[src/rtl/merge_rr_sequencer.sv]
// Round-robin arbiter and sequencer for a merge stage. It grants one 4-phase requester at a time,
// drives its 1-based index on sel and forwards its word on a single 4-phase output channel.
module merge_rr_sequencer #(
    parameter int WIDTH  = 8,
    parameter int N      = 2,
    parameter int FL_CYC = 2,
    parameter int BL_CYC = 4,
    localparam int SW    = $clog2(N + 1)
) (
    input  logic                 clk,
    input  logic                 rst_n,
    input  logic [N-1:0]         in_req,
    input  logic [N*WIDTH-1:0]   in_data,
    output logic [N-1:0]         in_ack,
    output logic                 out_req,
    output logic [WIDTH-1:0]     out_data,
    input  logic                 out_ack,
    output logic [SW-1:0]        sel,
    output logic                 busy
);

    localparam int CMAX = (FL_CYC > BL_CYC) ? FL_CYC : BL_CYC;
    localparam int CW   = (CMAX > 0) ? $clog2(CMAX + 1) : 1;
    localparam int PW   = $clog2(N);

    typedef enum logic [2:0] {
        IDLE,
        FWD,
        OUT_REQ,
        RTZ,
        BACK
    } state_t;

    state_t        state;
    logic [PW-1:0] rr_ptr;
    logic [PW-1:0] grant;
    logic [CW-1:0] cnt;
    logic [PW-1:0] pick;
    logic          found;

    // First requester at or after rr_ptr, scanning with wrap-around.
    always_comb begin
        pick  = rr_ptr;
        found = 1'b0;
        for (int k = 0; k < N; k++) begin
            if (!found && in_req[(int'(rr_ptr) + k) % N]) begin
                pick  = PW'((int'(rr_ptr) + k) % N);
                found = 1'b1;
            end
        end
    end

    always_ff @(posedge clk or negedge rst_n) begin
        if (!rst_n) begin
            state    <= IDLE;
            rr_ptr   <= '0;
            grant    <= '0;
            cnt      <= '0;
            in_ack   <= '0;
            out_req  <= 1'b0;
            out_data <= '0;
            sel      <= '0;
            busy     <= 1'b0;
        end else begin
            case (state)
                IDLE: begin
                    if (found) begin
                        grant    <= pick;
                        out_data <= in_data[int'(pick)*WIDTH +: WIDTH];
                        sel      <= SW'(int'(pick) + 1);
                        rr_ptr   <= (int'(pick) == N - 1) ? '0 : pick + 1'b1;
                        busy     <= 1'b1;
                        if (FL_CYC == 0) begin
                            out_req <= 1'b1;
                            state   <= OUT_REQ;
                        end else begin
                            cnt   <= CW'(FL_CYC - 1);
                            state <= FWD;
                        end
                    end
                end
                FWD: begin
                    if (cnt == '0) begin
                        out_req <= 1'b1;
                        state   <= OUT_REQ;
                    end else begin
                        cnt <= cnt - 1'b1;
                    end
                end
                OUT_REQ: begin
                    if (out_ack) begin
                        out_req <= 1'b0;
                        in_ack  <= N'(1) << grant;
                        state   <= RTZ;
                    end
                end
                RTZ: begin
                    // A requester that withdrew early still lets the channel return to zero.
                    if (!out_ack && !in_req[grant]) begin
                        in_ack <= '0;
                        sel    <= '0;
                        if (BL_CYC == 0) begin
                            busy  <= 1'b0;
                            state <= IDLE;
                        end else begin
                            cnt   <= CW'(BL_CYC - 1);
                            state <= BACK;
                        end
                    end
                end
                BACK: begin
                    if (cnt == '0) begin
                        busy  <= 1'b0;
                        state <= IDLE;
                    end else begin
                        cnt <= cnt - 1'b1;
                    end
                end
                default: state <= IDLE;
            endcase
        end
    end

endmodule

[config.mk]
export PLATFORM = sky130hd
export DESIGN_NAME = merge_rr_sequencer
export DESIGN_NICKNAME = d
export VERILOG_FILES = /design/src/rtl/merge_rr_sequencer.sv
export SDC_FILE = /design/constraint.sdc
export NUM_CORES = 1
export LEC_CHECK = 0
export ABC_CLOCK_PERIOD_IN_PS = 2150
export CORE_AREA = 2 2 63 65
export CTS_CLUSTER_DIAMETER = 30
export CTS_CLUSTER_SIZE = 28
export DETAILED_ROUTE_END_ITERATION = 10
export DIE_AREA = 0 0 65 67
export PLACE_DENSITY = 0.62
export SLEW_MARGIN = 25
export SYNTH_ARGS = -nofsm -noshare
export SYNTH_HDL_FRONTEND = slang
export SYNTH_SLANG_ARGS = --single-unit
[constraint.sdc]
create_clock -name clk -period 2.15 [get_ports clk]
set_input_delay 0.5375 -clock clk [delete_from_list [all_inputs] [get_ports clk]]
set_output_delay 0.5375 -clock clk [all_outputs]
set_load 0.03 [all_outputs]
==> flow_results.xml, run 1 <==
<?xml version="1.0" encoding="UTF-8"?>
<metrics>
  <group name="timing">
    <metric name="fin_crit_sh" unit="%">92.82</metric>
    <metric name="relSlewSlack" unit="%">71.70</metric>
    <metric name="slew_viol_final" unit="">0</metric>
    <metric name="timing.final.setup_violations" unit="">0</metric>
    <metric name="rsz0062_at_grt" unit="">no</metric>
    <metric name="clock.fmax" unit="MHz">501.1</metric>
    <metric name="timing_hold_violations_final" unit="">0</metric>
    <metric name="worst_slew_pin_slew" unit="ns">0.4245</metric>
    <metric name="post-route-min-period" unit="ns">1.996</metric>
    <metric name="setup_skew_after_layout" unit="ns">0.002779</metric>
  </group>
  <group name="logic_synthesis">
    <metric name="post-synth-top-area-fraction" unit="%">51.95</metric>
    <metric name="netlist_area" unit="sq mm">0.001060</metric>
    <metric name="yosys-top-cells-count" unit="">22 x sky130_fd_sc_hd__dfrtp_1, 15 x sky130_fd_sc_hd__inv_1, 8 x sky130_fd_sc_hd__a222oi_1</metric>
    <metric name="synth_ff_type" unit="">sky130_fd_sc_hd__dfrtp_1</metric>
    <metric name="synth_nets" unit="">127</metric>
    <metric name="synth_cell_types" unit="">27</metric>
    <metric name="seq_area_frac_synth" unit="%">51.95</metric>
    <metric name="synth.most_common_cell" unit="">sky130_fd_sc_hd__dfrtp_1</metric>
    <metric name="synth_top_cell_by_area" unit="">sky130_fd_sc_hd__dfrtp_1</metric>
    <metric name="async_flop_share" unit="%">100.0</metric>
    <metric name="yosys_warnings" unit="">0</metric>
    <metric name="synth_seq_cells" unit="">22</metric>
    <metric name="synth_edf_count" unit="">0</metric>
    <metric name="post_synth_main_area_contributors" unit="">sky130_fd_sc_hd__dfrtp_1 52%, sky130_fd_sc_hd__a222oi_1 7.6%, sky130_fd_sc_hd__inv_1 5.3%</metric>
    <metric name="postSynthCellCount" unit="">104</metric>
    <metric name="syn_avg_cell_area" unit="sq um">10.19</metric>
  </group>
  <group name="setup_path">
    <metric name="crit_chain" unit="">clkdlybuf4s50_1 -&gt; mux2_4 -&gt; or3b_1 -&gt; a211o_1 -&gt; a22o_1</metric>
    <metric name="r2r.worst_path.cells" unit="">6</metric>
    <metric name="timing.critical_path.to_type" unit="">flop</metric>
    <metric name="rrSetupSlack" unit="ns">0.36</metric>
    <metric name="critPathRequiredTime" unit="ns">2.30</metric>
    <metric name="timing.critical_path.arrival" unit="ns">2.15</metric>
    <metric name="critPathMaxStageDelay" unit="ns">0.42</metric>
    <metric name="number_of_cells_on_the_critical_path" unit="">5</metric>
    <metric name="critPathBufInv" unit="">1</metric>
    <metric name="critical_path.top_delay_family" unit="">compound AO/OA/AOI/OAI gates</metric>
    <metric name="worstSetupPathType" unit="">primary input to flop</metric>
    <metric name="path_max_fanout" unit="">2</metric>
    <metric name="cp_slowest_cell" unit="">sky130_fd_sc_hd__clkdlybuf4s50_1</metric>
    <metric name="worst_setup_path_start_kind" unit="">primary input</metric>
  </group>
  <group name="floorplanning">
    <metric name="design.core.area" unit="sq mm">0.003606</metric>
    <metric name="die_area" unit="sq mm">0.004355</metric>
    <metric name="dieHeight" unit="um">67</metric>
    <metric name="ioPinCount" unit="">35</metric>
    <metric name="rows" unit="">22</metric>
    <metric name="die-width" unit="um">65</metric>
    <metric name="start_util" unit="%">29.39</metric>
  </group>
  <group name="global_route">
    <metric name="maximum_number_of_pins_on_one_net_before_global_route_repair" unit="">23</metric>
    <metric name="grt_antenna_before_repair" unit="">0</metric>
    <metric name="first_pass_grt_wire_length" unit="um">4133</metric>
    <metric name="global_route.usage.total" unit="%">12.33</metric>
    <metric name="grt_pass1_vias" unit="">941</metric>
    <metric name="gr_ovfl_total" unit="">0</metric>
  </group>
  <group name="place">
    <metric name="dpl.cell_count" unit="">188</metric>
    <metric name="numPortBuffers" unit="">34</metric>
    <metric name="routabilityCongestion" unit="">0.8619</metric>
    <metric name="dpl.hpwl" unit="um">1828</metric>
  </group>
  <group name="clock_tree">
    <metric name="clock_tree.buffer_depth" unit="">2</metric>
    <metric name="cts.htree.levels" unit="">1</metric>
    <metric name="clock_latency_on_the_worst_skew_pair" unit="ns">0.26</metric>
    <metric name="clk_pin_slew_worst_paths" unit="ns">0.08</metric>
    <metric name="clock_buffer_count_from_cts" unit="">3</metric>
    <metric name="cts_tree" unit="">built</metric>
    <metric name="hold_bufs_at_cts" unit="">0</metric>
    <metric name="cts_repair_resize_count" unit="">0</metric>
    <metric name="cts.sink_count" unit="">22</metric>
    <metric name="post_cts_repair_setup_buffers" unit="">0</metric>
    <metric name="root_buffer" unit="">sky130_fd_sc_hd__clkbuf_8</metric>
  </group>
  <group name="final_layout">
    <metric name="area.growth.synth_to_final" unit="%">46.16</metric>
    <metric name="antenna-diode-count" unit="">0</metric>
    <metric name="post_route_cells_drive_above_1_share" unit="%">10.42</metric>
    <metric name="final_cells" unit="">192</metric>
    <metric name="finalNetCount" unit="">168</metric>
  </group>
  <group name="power">
    <metric name="p_leak" unit="nW">0.7324</metric>
    <metric name="ir_drop" unit="uV">432.8</metric>
    <metric name="pwr_density_cell" unit="mW/mm^2">1424</metric>
    <metric name="p_total" unit="mW">2.206</metric>
  </group>
  <group name="detailed_routing">
    <metric name="firstDrtPassIters" unit="">4</metric>
    <metric name="routed_wire_length_per_instance" unit="um">13.04</metric>
    <metric name="drc" unit="">0</metric>
    <metric name="first_iter_violations" unit="">87</metric>
    <metric name="vias" unit="">950</metric>
    <metric name="wl" unit="um">2504</metric>
    <metric name="avgViaCountPerCell" unit="">4.948</metric>
    <metric name="ant_nets" unit="">0</metric>
  </group>
  <group name="run_status">
    <metric name="outcome" unit="">complete, no violations</metric>
  </group>
  <group name="hold_path">
    <metric name="hold_path_class" unit="">flop to flop</metric>
    <metric name="timing.hold.worst_path_depth" unit="">2</metric>
  </group>
  <group name="run">
    <metric name="max-cap-violations" unit="">0</metric>
  </group>
</metrics>
cell families (layout without fill, tap and decap cells):
kind of cell	after synthesis	count (layout)	share of synthesized area [%]
flip-flops	22	22	51.95
multiplexers	4	4	4.368
AND/OR/NAND/NOR	27	27	12.99
adder cells (fa/ha/maj)	2	2	2.361
AO/OA/AOI/OAI	27	27	19.72
XOR/XNOR	1	1	0.8266
buffers and inverters	21	61	7.791
path summary, 6_finish.rpt:
path	from	to
max	in_req[0]	in_ack[1]$_DFFE_PN0P_
min	out_data[3]$_DFFE_PN0P_	out_data[3]$_DFFE_PN0P_
max reg2reg	cnt[0]$_DFFE_PN0P_	cnt[2]$_DFFE_PN0P_
min reg2reg	out_data[3]$_DFFE_PN0P_	out_data[3]$_DFFE_PN0P_
max in group asynchronous	rst_n	state[1]$_DFFE_PN0P_
min in group asynchronous	rst_n	out_req$_DFFE_PN0P_
per-stage QoR:
step	setup WS, ns	hold WS, ns	util, %	TNS (ns)	area (sq um)
after floorplan	0.3717	0.2419	-	0	1060
after global placement	-0.08319	0.4669	41.43	-0.1819	1494
after detailed placement	-0.1052	0.4792	41.43	-0.3587	1494
after CTS	0.1585	0.4985	42.96	0	1549
after global routing	0.1169	0.5278	42.96	0	1549
final	0.1545	0.4945	42.96	0	1549
registers in the layout, summed over array words and instances (netlist names):
register / cells
rr_ptr: 1
out_data: 8
state: 3
busy: 1
in_ack: 2
sel: 2
out_req: 1
cnt: 3
grant: 1
layout make-up:
| cell class | instances | area (sq um) |
|---|---|---|
| fillers | 357 | 2057 |
| repair buffers | 42 | 400.4 |
| well taps | 48 | 60.06 |
| clock buffers | 4 | 55.05 |
| inverters | 15 | 56.30 |
| flip-flops and latches | 22 | 550.5 |
| multi-input cells | 61 | 426.7 |
power by group:
part	internal [mW]	switching, mW
sequential	0.593	0.151
combinational	0.550	0.617
clock	0.163	0.132
cell usage in the layout, fill, tap and decap left out, drive strengths merged, types with 3 or more instances in the layout:
cell,count
clkdlybuf4s50,34
dfrtp,22
inv,15
a222oi,8
buf,8
nand2b,6
nor3,6
nor2,5
nand2,5
o21ai,5
clkbuf,4
a21oi,3
a21o,3
worst min-delay path, stage by stage (launching register included):
cell and delay [ns]:
sky130_fd_sc_hd__dfrtp_1 0.35, sky130_fd_sc_hd__a222oi_1 0.06, sky130_fd_sc_hd__inv_1 0.05
layer usage:
metal	up-vias	part of all wire [%]	GRT usage, %
met5	-	0	0
met4	0	0.84	4.255
met3	4	6.0	3.041
met2	33	50	21.13
met1	463	43	15.07
li1	450	-	-
(Power assumes the default switching activity.)
==> run 2, diff against run 1 <==
--- a/config.mk
+++ b/config.mk
@@ -8,7 +8,6 @@
 export ABC_CLOCK_PERIOD_IN_PS = 2150
 export CORE_AREA = 2 2 63 65
 export CTS_CLUSTER_DIAMETER = 30
-export CTS_CLUSTER_SIZE = 28
 export DETAILED_ROUTE_END_ITERATION = 10
 export DIE_AREA = 0 0 65 67
 export PLACE_DENSITY = 0.62
==> results of run 2 <==
Final layout, timing and power as in run 1 (identical DEF).
==> run 3, diff against run 2 <==
--- a/config.mk
+++ b/config.mk
@@ -6,11 +6,11 @@
 export NUM_CORES = 1
 export LEC_CHECK = 0
 export ABC_CLOCK_PERIOD_IN_PS = 2150
-export CORE_AREA = 2 2 63 65
+export CORE_AREA = 2 2 55 57
 export CTS_CLUSTER_DIAMETER = 30
 export DETAILED_ROUTE_END_ITERATION = 10
-export DIE_AREA = 0 0 65 67
-export PLACE_DENSITY = 0.62
+export DIE_AREA = 0 0 57 59
+export PLACE_DENSITY = 0.76
 export SLEW_MARGIN = 25
 export SYNTH_ARGS = -nofsm -noshare
 export SYNTH_HDL_FRONTEND = slang
==> flow_results.xml, run 3 (synthesis results as in run 1) <==
<?xml version="1.0" encoding="UTF-8"?>
<metrics>
  <group name="setup_path">
    <metric name="timing.critical_path.to_type" unit="">flop</metric>
    <metric name="worst_setup_path_start_kind" unit="">primary input</metric>
    <metric name="critPathRequiredTime" unit="ns">2.34</metric>
    <metric name="path_max_fanout" unit="">5</metric>
    <metric name="r2r.worst_path.cells" unit="">5</metric>
    <metric name="timing.critical_path.arrival" unit="ns">2.18</metric>
    <metric name="worstSetupPathType" unit="">primary input to flop</metric>
  </group>
  <group name="detailed_routing">
    <metric name="ant_nets" unit="">0</metric>
    <metric name="vias" unit="">911</metric>
    <metric name="routed_wire_length_per_instance" unit="um">13.77</metric>
    <metric name="firstDrtPassIters" unit="">5</metric>
    <metric name="avgViaCountPerCell" unit="">5.266</metric>
    <metric name="first_iter_violations" unit="">36</metric>
    <metric name="drc" unit="">0</metric>
    <metric name="wl" unit="um">2382</metric>
  </group>
  <group name="power">
    <metric name="power_switching" unit="uW">878.2</metric>
    <metric name="ir_drop" unit="uV">868.9</metric>
    <metric name="combPwrFrac" unit="%">55.5</metric>
    <metric name="internal_power" unit="mW">1.210</metric>
    <metric name="sequentialPowerShare" unit="%">35.9</metric>
    <metric name="p_leak" unit="nW">0.7116</metric>
    <metric name="pwr_density_cell" unit="mW/mm^2">1404</metric>
    <metric name="proportion_of_power_drawn_by_the_clock_network" unit="%">8.5</metric>
    <metric name="power.share.switching" unit="%">42.06</metric>
  </group>
  <group name="place">
    <metric name="dpl.cell_count" unit="">170</metric>
    <metric name="numPortBuffers" unit="">34</metric>
    <metric name="routabilityCongestion" unit="">0.8396</metric>
    <metric name="dpl.hpwl" unit="um">1822</metric>
  </group>
  <group name="timing">
    <metric name="slew_viol_final" unit="">0</metric>
    <metric name="clock.fmax" unit="MHz">503.5</metric>
    <metric name="fin_crit_sh" unit="%">92.38</metric>
    <metric name="timing.hold.ws" unit="ns">0.4885</metric>
    <metric name="worst_slew_pin_slew" unit="ns">0.3996</metric>
    <metric name="setup_skew_after_layout" unit="ns">0.002589</metric>
    <metric name="timing_hold_violations_final" unit="">0</metric>
    <metric name="timing.final.setup_violations" unit="">0</metric>
    <metric name="post-route-min-period" unit="ns">1.986</metric>
    <metric name="rsz0062_at_grt" unit="">no</metric>
    <metric name="relSlewSlack" unit="%">73.36</metric>
  </group>
  <group name="final_layout">
    <metric name="filler_cell_count" unit="">263</metric>
    <metric name="area.growth.synth_to_final" unit="%">40.38</metric>
    <metric name="antenna-diode-count" unit="">0</metric>
    <metric name="final_cells" unit="">173</metric>
    <metric name="commonest_non_fill_non_tap_cell_in_the_layout" unit="">sky130_fd_sc_hd__clkdlybuf4s50_1</metric>
    <metric name="finalNetCount" unit="">167</metric>
    <metric name="largest_register_ffs" unit="">8</metric>
    <metric name="final_util" unit="%">54.89</metric>
    <metric name="post_route_cells_drive_above_1_share" unit="%">9.155</metric>
    <metric name="commonest_cells_after_routing_fill_and_taps_aside" unit="">34 x sky130_fd_sc_hd__clkdlybuf4s50_1, 22 x sky130_fd_sc_hd__dfrtp_1, 15 x sky130_fd_sc_hd__inv_1, 8 x sky130_fd_sc_hd__a222oi_1, 7 x sky130_fd_sc_hd__buf_4</metric>
    <metric name="biggestRegsByFlops" unit="">out_data (8), cnt (3), state (3)</metric>
    <metric name="largest_register" unit="">out_data</metric>
  </group>
  <group name="clock_tree">
    <metric name="cts.sink_count" unit="">22</metric>
    <metric name="clock_buffer_count_from_cts" unit="">3</metric>
    <metric name="root_buffer" unit="">sky130_fd_sc_hd__clkbuf_4</metric>
    <metric name="post_cts_repair_setup_buffers" unit="">0</metric>
    <metric name="clk_pin_slew_worst_paths" unit="ns">0.11</metric>
    <metric name="cts.htree.levels" unit="">1</metric>
    <metric name="clock_tree.buffer_depth" unit="">2</metric>
    <metric name="hold_bufs_at_cts" unit="">0</metric>
    <metric name="cts_repair_resize_count" unit="">0</metric>
    <metric name="cts_tree" unit="">built</metric>
    <metric name="clock_latency_on_the_worst_skew_pair" unit="ns">0.29</metric>
  </group>
  <group name="global_route">
    <metric name="gr_ovfl_total" unit="">0</metric>
    <metric name="global_route.usage.total" unit="%">15.63</metric>
    <metric name="maximum_number_of_pins_on_one_net_before_global_route_repair" unit="">23</metric>
    <metric name="grt_antenna_before_repair" unit="">0</metric>
    <metric name="first_pass_grt_wire_length" unit="um">4064</metric>
    <metric name="grt_pass1_vias" unit="">977</metric>
  </group>
  <group name="run_status">
    <metric name="outcome" unit="">complete, no violations</metric>
  </group>
  <group name="floorplanning">
    <metric name="start_util" unit="%">39.10</metric>
    <metric name="die-width" unit="um">57</metric>
    <metric name="ioPinCount" unit="">35</metric>
    <metric name="design.core.area" unit="sq mm">0.002710</metric>
    <metric name="dieHeight" unit="um">59</metric>
    <metric name="rows" unit="">19</metric>
    <metric name="die_area" unit="sq mm">0.003363</metric>
  </group>
  <group name="hold_path">
    <metric name="timing.hold.worst_path_depth" unit="">1</metric>
    <metric name="hold_path_class" unit="">flop to flop</metric>
  </group>
  <group name="run">
    <metric name="max-cap-violations" unit="">0</metric>
  </group>
</metrics>
==> run 3: final cells by class <==
| cell class | count | area [sq um] | area share [%] |
|---|---|---|---|
| flip-flops and latches | 22 | 550.5 | 37.01 |
| multi-input cells | 61 | 426.7 | 28.68 |
| repair buffers | 41 | 392.9 | 26.41 |
| inverters | 15 | 56.30 | 3.785 |
| well taps | 31 | 38.79 | 2.607 |
| clock buffers | 3 | 22.52 | 1.514 |
==> run 3: routing by layer <==
| layer | vias to the layer above | wire length, um | global-route usage (%) |
|---|---|---|---|
| met4 | 0 | 26 | 8.638 |
| met5 | - | 0 | 0 |
| met3 | 2 | 135 | 3.275 |
| met1 | 434 | 1000 | 17.70 |
| li1 | 444 | - | - |
| met2 | 31 | 1220 | 27.59 |
==> run 3: metrics by stage <==
step | cell area (sq um) | setup slack, ns | TNS (ns) | total power [mW]
floorplan | 1060 | 0.3717 | 0 | 1.476
global placement | 1465 | -0.1255 | -0.3840 | 1.885
detailed placement | 1465 | -0.1615 | -0.6973 | 1.927
CTS | 1488 | 0.1716 | 0 | 2.111
global route | 1488 | 0.1075 | 0 | 2.242
finish | 1488 | 0.1638 | 0 | 2.088
==> run 3: path summary, 6_finish.rpt <==
kind | slack (ns) | start | end
setup / recovery | 0.16 | in_req[0] | in_ack[0]$_DFFE_PN0P_
hold / removal | 0.49 | sel[0]$_DFFE_PN0P_ | sel[0]$_DFFE_PN0P_
setup reg to reg | 0.41 | state[2]$_DFFE_PN0P_ | out_data[3]$_DFFE_PN0P_
hold reg to reg | 0.49 | sel[0]$_DFFE_PN0P_ | sel[0]$_DFFE_PN0P_
max in group asynchronous | 1.36 | rst_n | cnt[2]$_DFFE_PN0P_
min in group asynchronous | 0.57 | rst_n | out_data[7]$_DFFE_PN0P_
==> run 3: worst max-delay path, cell delays in order <==
cell                              delay, ns
sky130_fd_sc_hd__clkdlybuf4s50_1       0.47
sky130_fd_sc_hd__mux2_4                0.29
sky130_fd_sc_hd__or3b_1                0.37
sky130_fd_sc_hd__a211o_1               0.28
sky130_fd_sc_hd__a22o_1                0.23
==> run 3: power by group through the flow <==
stage | clock, mW | sequential (mW) | combinational [mW]
floorplan | 0 | 0.916 | 0.561
global placement | 0 | 0.750 | 1.13
detailed placement | 0 | 0.752 | 1.17
CTS | 0.187 | 0.750 | 1.17
global route | 0.199 | 0.777 | 1.27
finish | 0.178 | 0.751 | 1.16
